$ cat src/rtl/overlay_compositor_if.sv
// overlay_compositor_if
//   Pixel-stream bundle between the beam timing / emblem generator side
//   (master) and the overlay compositor output stage (slave).
//   Inputs to the compositor:
//     x, y          beam column / row
//     active        visible-area flag
//     hsync, vsync  raw sync pins (active low)
//     bg_rgb        background colour for this pixel
//     emblem_draw   emblem generator covers this pixel
//     emblem_rgb    emblem colour
//     show          level request: 1 = emblem visible, 0 = hidden
//   Outputs from the compositor:
//     rgb_out               registered pixel colour
//     hsync_out, vsync_out  sync pins delayed one clock
//     wipe_row              current exclusive wipe bound
//     busy, shown           animation status
interface overlay_compositor_if;
  logic [9:0] x;
  logic [9:0] y;
  logic       active;
  logic       hsync;
  logic       vsync;
  logic [5:0] bg_rgb;
  logic       emblem_draw;
  logic [5:0] emblem_rgb;
  logic       show;

  logic [5:0] rgb_out;
  logic       hsync_out;
  logic       vsync_out;
  logic [9:0] wipe_row;
  logic       busy;
  logic       shown;

  modport master (
    output x, y, active, hsync, vsync, bg_rgb, emblem_draw, emblem_rgb, show,
    input  rgb_out, hsync_out, vsync_out, wipe_row, busy, shown
  );

  modport slave (
    input  x, y, active, hsync, vsync, bg_rgb, emblem_draw, emblem_rgb, show,
    output rgb_out, hsync_out, vsync_out, wipe_row, busy, shown
  );
endinterface

$ cat src/rtl/overlay_compositor.sv
// overlay_compositor
//   Final VGA output stage. Gates the emblem generator's draw/colour with a
//   frame-synchronous vertical wipe, composites it over the background,
//   registers the 6-bit colour and delays the sync pins by the same single
//   clock so the output stays pixel-aligned. A four-state animation FSM,
//   advanced only on a once-per-frame tick in vertical blanking, moves the
//   wipe bound up (reveal) or down (hide) under the level `show` request.
// Ports:
//   clk  pixel clock
//   rst  synchronous active-high reset
//   pix  overlay_compositor_if.slave (beam position, syncs, colours, show
//        request in; composited colour, delayed syncs, wipe bound and
//        busy/shown status out)
module overlay_compositor #(
  parameter int WIPE_Y0    = 144,
  parameter int WIPE_Y1    = 320,
  parameter int WIPE_STEP  = 4,
  parameter int TICK_LINE  = 480,
  parameter bit SYNC_RESET = 1'b1
) (
  input  logic                  clk,
  input  logic                  rst,
  overlay_compositor_if.slave   pix
);

  // 11-bit forms for the step arithmetic so the up-step can never wrap.
  localparam logic [10:0] Y0_W   = 11'(WIPE_Y0);
  localparam logic [10:0] Y1_W   = 11'(WIPE_Y1);
  localparam logic [10:0] STEP_W = 11'(WIPE_STEP);
  localparam logic [9:0]  Y0_N   = 10'(WIPE_Y0);
  localparam logic [9:0]  Y1_N   = 10'(WIPE_Y1);
  localparam logic [9:0]  STEP_N = 10'(WIPE_STEP);
  localparam logic [9:0]  TICK_N = 10'(TICK_LINE);

  typedef enum logic [1:0] {
    HIDDEN = 2'd0,
    REVEAL = 2'd1,
    SHOWN  = 2'd2,
    HIDE   = 2'd3
  } state_t;

  state_t     state_q, state_d;
  logic [9:0] wipe_row_q, wipe_row_d;
  logic [5:0] rgb_q, rgb_d;
  logic       hsync_q, hsync_d;
  logic       vsync_q, vsync_d;
  logic       busy_q, busy_d;
  logic       shown_q, shown_d;

  logic       tick;
  logic [10:0] up_sum;
  logic [9:0] wipe_up;
  logic [9:0] wipe_dn;
  logic       vis;

  // Tick lands in vertical blanking, so the wipe bound never moves mid-frame.
  assign tick = (pix.x == 10'd0) && (pix.y == TICK_N);

  // Saturating steps. The down-step compares before subtracting, so the
  // difference is only formed when it cannot go below WIPE_Y0.
  always_comb begin
    up_sum  = {1'b0, wipe_row_q} + STEP_W;
    wipe_up = (up_sum >= Y1_W) ? Y1_N : up_sum[9:0];
    wipe_dn = ({1'b0, wipe_row_q} <= (Y0_W + STEP_W)) ? Y0_N
                                                      : (wipe_row_q - STEP_N);
  end

  // Animation next-state. `show` is only looked at on the tick; a reversal
  // steps in the new direction on the same tick it is seen.
  always_comb begin
    state_d    = state_q;
    wipe_row_d = wipe_row_q;
    if (tick) begin
      case (state_q)
        HIDDEN: begin
          if (pix.show) begin
            state_d    = REVEAL;
            wipe_row_d = wipe_up;
          end
        end
        REVEAL: begin
          if (!pix.show) begin
            state_d    = HIDE;
            wipe_row_d = wipe_dn;
          end else begin
            wipe_row_d = wipe_up;
            if (wipe_up == Y1_N) begin
              state_d = SHOWN;
            end
          end
        end
        SHOWN: begin
          if (!pix.show) begin
            state_d    = HIDE;
            wipe_row_d = wipe_dn;
          end
        end
        HIDE: begin
          if (pix.show) begin
            state_d    = REVEAL;
            wipe_row_d = wipe_up;
          end else begin
            wipe_row_d = wipe_dn;
            if (wipe_dn == Y0_N) begin
              state_d = HIDDEN;
            end
          end
        end
        default: begin
          state_d    = HIDDEN;
          wipe_row_d = Y0_N;
        end
      endcase
    end
  end

  // Status flags are registered from the next state so they always equal a
  // direct decode of the state register.
  always_comb begin
    busy_d  = (state_d == REVEAL) || (state_d == HIDE);
    shown_d = (state_d == SHOWN);
  end

  // Pixel path: compare against the registered wipe bound (pre-update value).
  always_comb begin
    vis = pix.emblem_draw && (pix.y < wipe_row_q);
    if (!pix.active) begin
      rgb_d = 6'd0;
    end else if (vis) begin
      rgb_d = pix.emblem_rgb;
    end else begin
      rgb_d = pix.bg_rgb;
    end
    hsync_d = pix.hsync;
    vsync_d = pix.vsync;
  end

  always_ff @(posedge clk) begin
    if (rst) begin
      state_q    <= HIDDEN;
      wipe_row_q <= Y0_N;
      rgb_q      <= 6'd0;
      hsync_q    <= SYNC_RESET;
      vsync_q    <= SYNC_RESET;
      busy_q     <= 1'b0;
      shown_q    <= 1'b0;
    end else begin
      state_q    <= state_d;
      wipe_row_q <= wipe_row_d;
      rgb_q      <= rgb_d;
      hsync_q    <= hsync_d;
      vsync_q    <= vsync_d;
      busy_q     <= busy_d;
      shown_q    <= shown_d;
    end
  end

  assign pix.rgb_out   = rgb_q;
  assign pix.hsync_out = hsync_q;
  assign pix.vsync_out = vsync_q;
  assign pix.wipe_row  = wipe_row_q;
  assign pix.busy      = busy_q;
  assign pix.shown     = shown_q;

endmodule

$ cat src/flat_wrapper.sv
// flat-port wrapper written by rule: the top's interface ports become plain ports
module overlay_compositor_flat 
#(
  parameter int WIPE_Y0    = 144,
  parameter int WIPE_Y1    = 320,
  parameter int WIPE_STEP  = 4,
  parameter int TICK_LINE  = 480,
  parameter bit SYNC_RESET = 1'b1
)
  (clk, rst, pix_x, pix_y, pix_active, pix_hsync, pix_vsync, pix_bg_rgb, pix_emblem_draw, pix_emblem_rgb, pix_show, pix_rgb_out, pix_hsync_out, pix_vsync_out, pix_wipe_row, pix_busy, pix_shown);
  overlay_compositor_if pix_i ();
  input  logic clk;
  input  logic rst;
  input wire logic [$bits(pix_i.x)-1:0] pix_x;
  input wire logic [$bits(pix_i.y)-1:0] pix_y;
  input wire logic [$bits(pix_i.active)-1:0] pix_active;
  input wire logic [$bits(pix_i.hsync)-1:0] pix_hsync;
  input wire logic [$bits(pix_i.vsync)-1:0] pix_vsync;
  input wire logic [$bits(pix_i.bg_rgb)-1:0] pix_bg_rgb;
  input wire logic [$bits(pix_i.emblem_draw)-1:0] pix_emblem_draw;
  input wire logic [$bits(pix_i.emblem_rgb)-1:0] pix_emblem_rgb;
  input wire logic [$bits(pix_i.show)-1:0] pix_show;
  output wire logic [$bits(pix_i.rgb_out)-1:0] pix_rgb_out;
  output wire logic [$bits(pix_i.hsync_out)-1:0] pix_hsync_out;
  output wire logic [$bits(pix_i.vsync_out)-1:0] pix_vsync_out;
  output wire logic [$bits(pix_i.wipe_row)-1:0] pix_wipe_row;
  output wire logic [$bits(pix_i.busy)-1:0] pix_busy;
  output wire logic [$bits(pix_i.shown)-1:0] pix_shown;
  assign pix_i.x = pix_x;
  assign pix_i.y = pix_y;
  assign pix_i.active = pix_active;
  assign pix_i.hsync = pix_hsync;
  assign pix_i.vsync = pix_vsync;
  assign pix_i.bg_rgb = pix_bg_rgb;
  assign pix_i.emblem_draw = pix_emblem_draw;
  assign pix_i.emblem_rgb = pix_emblem_rgb;
  assign pix_i.show = pix_show;
  assign pix_rgb_out = pix_i.rgb_out;
  assign pix_hsync_out = pix_i.hsync_out;
  assign pix_vsync_out = pix_i.vsync_out;
  assign pix_wipe_row = pix_i.wipe_row;
  assign pix_busy = pix_i.busy;
  assign pix_shown = pix_i.shown;
  overlay_compositor #(.WIPE_Y0(WIPE_Y0), .WIPE_Y1(WIPE_Y1), .WIPE_STEP(WIPE_STEP), .TICK_LINE(TICK_LINE), .SYNC_RESET(SYNC_RESET)) u_core (.clk(clk), .rst(rst), .pix(pix_i));
endmodule
$ cat config.mk
export PLATFORM = sky130hd
export DESIGN_NAME = overlay_compositor_flat
export DESIGN_NICKNAME = d
export VERILOG_FILES = /design/src/rtl/overlay_compositor_if.sv /design/src/rtl/overlay_compositor.sv /design/src/flat_wrapper.sv
export SDC_FILE = /design/constraint.sdc
export NUM_CORES = 1
export LEC_CHECK = 0
export CAP_MARGIN = 40
export CORE_MARGIN = 2
export CORE_UTILIZATION = 41
export CTS_CLUSTER_DIAMETER = 80
export CTS_CLUSTER_SIZE = 24
export DETAILED_ROUTE_END_ITERATION = 6
export PLACE_DENSITY = 0.76
export REMOVE_ABC_BUFFERS = 1
export SETUP_SLACK_MARGIN = 0.05
export SLEW_MARGIN = 30
export SYNTH_ARGS = -nofsm -noshare
export SYNTH_HDL_FRONTEND = slang
export SYNTH_SLANG_ARGS = --single-unit
$ cat constraint.sdc
create_clock -name clk -period 2.2 [get_ports clk]
set_input_delay 0.33 -clock clk [delete_from_list [all_inputs] [get_ports clk]]
set_output_delay 0.33 -clock clk [all_outputs]
set_load 0.02 [all_outputs]
=== Word level (Yosys, flattened, before mapping) ===
Index checks and enable logic that the tools add are counted.
Widths: inputs -> output; s select.

* Muxes and demuxes: 15
* Bitwise operators: 1
* $lt $le $gt $ge: 3
* Add/subtract/negate cells: 2
* Reductions and logical operators: 8
* Eq/ne operators: 11

{| class="wikitable"
|+ Operators with widths
! operator !! number
|-
| $mux 10 || 5
|-
| $pmux 10 s3 || 1
|-
| $eq 10x9->1 const B || 2
|-
| $mux 2 || 7
|-
| $add 10x3->11 const B || 1
|-
| $ge 11x9->1 const B || 1
|-
| $eq 10x8->1 const B || 1
|-
| $le 10x8->1 const B || 1
|-
| $logic_not 10->1 || 1
|-
| $lt 10x10->1 || 1
|-
| $sub 10x3->10 const B || 1
|-
| $eq 2x2->1 const B || 4
|-
| $pmux 2 s4 || 1
|-
| $mux 6 || 1
|-
| $eq 2x1->1 const B || 2
|-
| $ne 2x2->1 const B || 2
|-
| $reduce_or 2->1 || 2
|-
| $reduce_and 3->1 || 1
|-
| $logic_and 1x1->1 || 2
|-
| $logic_not 2->1 || 1
|-
| $logic_or 1x1->1 || 1
|-
| $not 1->1 || 1
|}

* Bits in registers: 22
* Logic and storage cells: 47
* Input bits: 39
* Output and inout bits: 20

=== Depth between registers and ports, before layout ===
* Depth in word-level cells: 10
* Depth in mapped cells: 9

=== Least setup slack after synthesis ===
No wires, ideal clock.

* Path kind: flip-flop to flip-flop
* Start point: reg u_core.wipe_row_q[5] (netlist: u_core.pix.wipe_row[5])
* End point: reg u_core.rgb_q[0] (netlist: u_core.pix.rgb_out[0])
* Cell stages (with the launch flop): 8
* Buffers on the path: 1
* Arrival: 2,261 ps
* Setup slack: -187 ps
* Required time: 2,074 ps
* Cells stage by stage: dfxtp_1 -> buf_4 -> inv_2 -> ha_1 -> a2111oi_0 -> o2111ai_1 -> nand3_1 -> a21boi_0

* Cells in the longest elaborated chain, start to end: 3

{| class="wikitable"
|+ RTL lines
! what !! line !! source
|-
| start, declared || overlay_compositor.sv:43 || <nowiki>logic [9:0] wipe_row_q, wipe_row_d;</nowiki>
|-
| start signal, assigned || overlay_compositor.sv:149 || <nowiki>wipe_row_q <= wipe_row_d;</nowiki>
|-
| $lt 10x10->1 || overlay_compositor.sv:126 || <nowiki>vis = pix.emblem_draw && (pix.y < wipe_row_q);</nowiki>
|-
| $logic_and 1x1->1 || overlay_compositor.sv:126 ||
|-
| $mux 6 || overlay_compositor.sv:129 || <nowiki>end else if (vis) begin</nowiki>
|-
| end signal, assigned || overlay_compositor.sv:150 || <nowiki>rgb_q <= rgb_d;</nowiki>
|-
| end, declared || overlay_compositor.sv:44 || <nowiki>logic [5:0] rgb_q, rgb_d;</nowiki>
|}

No other way between the ends.
A chain may end at the register's enable or synchronous reset.

=== Worst setup path in the final report ===
* Start point: reg u_core.wipe_row_q[3] (netlist: u_core.pix.wipe_row[3])
* End point: reg u_core.state_q[0]

* Cells in the longest elaborated chain, start to end: 8
* Elaborated cells between the ends (all ways): 14
* Classes of those cells: 2 x add/sub; 2 x order compare; 2 x eq/ne; 8 x mux

{| class="wikitable"
|+ RTL lines
! what !! line !! source
|-
| $add 10x3->11 || overlay_compositor.sv:62 || <nowiki>up_sum = {1'b0, wipe_row_q} + STEP_W;</nowiki>
|-
| $ge 11x9->1 || overlay_compositor.sv:63 || <nowiki>wipe_up = (up_sum >= Y1_W) ? Y1_N : up_sum[9:0];</nowiki>
|-
| $mux 10 || overlay_compositor.sv:63 ||
|-
| $eq 10x9->1 || overlay_compositor.sv:87 || <nowiki>if (wipe_up == Y1_N) begin</nowiki>
|-
| $mux 2 || overlay_compositor.sv:87 ||
|-
| $mux 2 || overlay_compositor.sv:82 || <nowiki>if (!pix.show) begin</nowiki>
|-
| $pmux 2 s4 (*) || overlay_compositor.sv:74 || <nowiki>case (state_q)</nowiki>
|-
| $mux 2 (*) || overlay_compositor.sv:73 || <nowiki>if (tick) begin</nowiki>
|-
| end signal, assigned || overlay_compositor.sv:148 || <nowiki>state_q <= state_d;</nowiki>
|-
| end, declared || overlay_compositor.sv:42 || <nowiki>state_t state_q, state_d;</nowiki>
|}

Every way passes the cells marked *; elsewhere a longest branch is shown, timed or not.

==> flow_summary_export.csv <==
group,metric,value,unit
cts,htree_levels,1,
layout,fillers,325,
cts,cts_sinks,22,
floorplanning,ios,59,
floorplanning,die_h,69.13,um
route,drtIter0Drc,159,
yosys,avgSynthCellArea,8.165,um2
worst_setup_path,path_class,"flop to flop",
cts,cts_hold_buf,0,
timing,tightest_slew,0.7118,ns
yosys,async_reset_ff_frac,0,
grt,antenna_found_initial,0,
route,first_pass_iters,4,
route,drcViolationCount,0,
place,preCtsSetupSlack,-0.1930,ns
timing,final_hold_viol_count,0,
worst_setup_path,ff2ff_path_depth,9,
route,via_count,2051,
floorplanning,die_w,69.13,um
worst_setup_path,crit_end,"u_core.state_q[0]",
yosys,synth-seq-cells,22,
worst_setup_path,worstPathRequired,2.38,ns
yosys,synth_area,1739,um2
grt,grt_max_degree,14,
worst_setup_path,cp.arrival,2.31,ns
grt,grt_use_total,0.2333,
floorplanning,start_util,0.4317,
yosys,yosysSeqAreaShare,0.2532,
power_and_ir_drop,netSwitchingFraction,0.2235,
layout,layout.nets,356,
timing,fmax,469.9,MHz
timing,min_period,2.128,ns
job,drv_cap,0,
floorplanning,die_area,4779,um2
yosys,synth_cell_types,59,
yosys,synth_top_area_share,0.2532,
grt,grt-busiest-layer,"met2",
layout,area_delta_synth_final,62.30,%
worst_setup_path,reg2reg_to,"u_core.state_q[0]",
power_and_ir_drop,power_density,341.9,nW/um2
layout,antenna_cells,0,
yosys,syn_inst,213,
timing,rsz0062_at_grt,"yes",
grt,gr-total-overflow,0,
yosys,yosysMostFrequentCell,"dfxtp_1",
power_and_ir_drop,p_int,0.7493,mW
power_and_ir_drop,seq_power_share,0.422,
worst_setup_path,cp-start-kind,"flop",
grt,first_global_vias,1998,
route,antenna_left,0,
grt,use_met3,0.04532,
place,hpwl,4455,um
power_and_ir_drop,power,0.9650,mW
min_path,hold_path_startpoint,"u_core.pix.wipe_row[1]",
route,vias_per_cell,5.794,
grt,grt_util_met1,0.2807,
cts,cts_root_buf,"clkbuf_8",
cts,clkSlewWorstSetupHoldPaths,0.09,ns
layout,drive_gt1_frac,0.2500,
timing,finalSetupViolCount,0,
timing,drv_slew,0,
route,avgRoutedWirePerCell,16.35,um
power_and_ir_drop,switchingPower,0.2157,mW
place,gp_congestion,0.9617,
cts,cts_tree,"built",
yosys,synthTopCellsByArea,"dfxtp_1, ha_1, o21ai_0",
power_and_ir_drop,p_clk_frac,0.406,
cts,clock_path_buffers,2,
yosys,synth_edf_count,0,
yosys,synthFlopType,"dfxtp_1",
yosys,netlist_top_cells_count,"dfxtp_1, o21ai_0, inv_1, nand2_1",
worst_setup_path,end_kind,"flop",
min_path,hp-class,"flop to flop",
timing,fin_worst_skew,0.007677,ns
power_and_ir_drop,ir_drop,0.2144,mV
floorplanning,coreArea,4029,um2
power_and_ir_drop,leakagePower,1.026,nW
worst_setup_path,rr_startpoint,"u_core.pix.wipe_row[3]",
grt,grt_pass1_wl,9197,um
layout,seq_area,442.9,um2
timing,setup_ws,0.07185,ns
yosys,yosys_warnings,0,
cts,numCtsBuffers,3,
timing,max_slew_margin,0.5212,
layout,multi_input_area,1331,um2
power_and_ir_drop,p_comb_frac,0.171,
worst_setup_path,critPathLaunch,"u_core.pix.wipe_row[3]",
cts,clk_latency,0.27,ns
route,wirelength,5787,um
timing,timing.final.crit_share,0.9673,
place,port_buffers,58,
worst_setup_path,r2r_setup_slack,0.07,ns
floorplanning,rows,23,
grt,use_met2,0.4241,
yosys,synth_top_cell_by_area,"dfxtp_1",
run_status,outcome,"complete, no violations",
worst_setup_path,path_max_fanout,3,
layer usage:
layer | vias to the layer above | share of wire
met5 | - | 0
met4 | 0 | 0.022
met3 | 15 | 0.080
met2 | 101 | 0.51
met1 | 951 | 0.39
li1 | 984 | -
power groups by stage:
stage	clock network, mW	registers (mW)	logic, mW
after detailed placement	0	0.417	0.159
after global routing	0.410	0.408	0.179
final	0.392	0.408	0.165
after CTS	0.395	0.408	0.160
after floorplan	0	0.426	0.0388
after global placement	0	0.417	0.157
cells by family after synthesis:
group	after synthesis	share of synthesized area
fa+ha+maj	12	0.08633
flops	22	0.2532
buf+inv	23	0.06259
mux	2	0.01151
compound gates	67	0.2684
simple gates	79	0.2777
xor+xnor	8	0.04029
cell type report:
class | count | share of cell area
timing repair buffer | 94 | 0.3027
tap | 50 | 0.02216
clock buffer | 3 | 0.01463
inverter | 16 | 0.02128
multi-input combinational | 168 | 0.4716
sequential | 22 | 0.1569
clock inverter | 1 | 0.01064
critical path, cell delays in order, from the launching register on:
cell,delay (ns)
dfxtp_2,0.35
inv_2,0.06
buf_4,0.12
ha_4,0.12
nor3b_4,0.23
o21ai_4,0.09
o41ai_4,0.29
o21ai_2,0.11
or4b_4,0.49
and3_4,0.18
timing repair:
action                                  CTS  global route
pin swaps                                 1             3
cloned                                    0             0
endpoints found under the setup margin    4            16
buffers inserted                          0             1
gates resized for setup                   3            28
worst min-delay path by stage:
stage                                  end  depth (start not counted)
detailed placement  u_core.pix.wipe_row[1]                          2
floorplan                 u_core.pix.shown                          1
global route          u_core.pix.vsync_out                          2
global placement    u_core.pix.wipe_row[1]                          2
finish              u_core.pix.wipe_row[1]                          2
CTS                 u_core.pix.wipe_row[1]                          2
through the flow:
step | hold WS (ns) | util | cell area [um2] | std cells | TNS (ns)
after detailed placement | 0.5257 | 0.6444 | 2596 | 349 | -1.779
after global routing | 0.6229 | 0.7006 | 2823 | 354 | 0
after floorplan | 0.3991 | - | 1690 | 206 | -1.954
final | 0.5986 | 0.7006 | 2823 | 354 | 0
after CTS | 0.5722 | 0.6668 | 2686 | 353 | 0
after global placement | 0.5286 | 0.6444 | 2596 | 349 | -1.181
registers in the layout, indices dropped and copies added (netlist names):
register and cells:
u_core.pix.busy 1, u_core.pix.hsync_out 1, u_core.pix.rgb_out 6, u_core.pix.shown 1, u_core.pix.vsync_out 1, u_core.pix.wipe_row 10, u_core.state_q 2
placed cells by master (no fill, tap or decap), types with 3 or more instances in the layout:
master,Yosys,routed
nand3_1,12,11
ha_1,12,10
a31oi_1,6,5
inv_2,2,3
clkbuf_8,0,3
nor3_1,7,6
a21boi_0,7,7
nand2_1,14,14
inv_1,14,13
buf_4,1,35
a21oi_1,9,8
a21o_1,4,4
clkdlybuf4s50_1,0,58
nor2_1,9,8
or3_1,4,3
a211oi_1,3,3
dfxtp_1,22,20
xnor2_1,6,6
nor4_2,2,4
o21ai_0,17,16
or4_1,5,5
No activity file was read; power rests on OpenSTA's default activity.
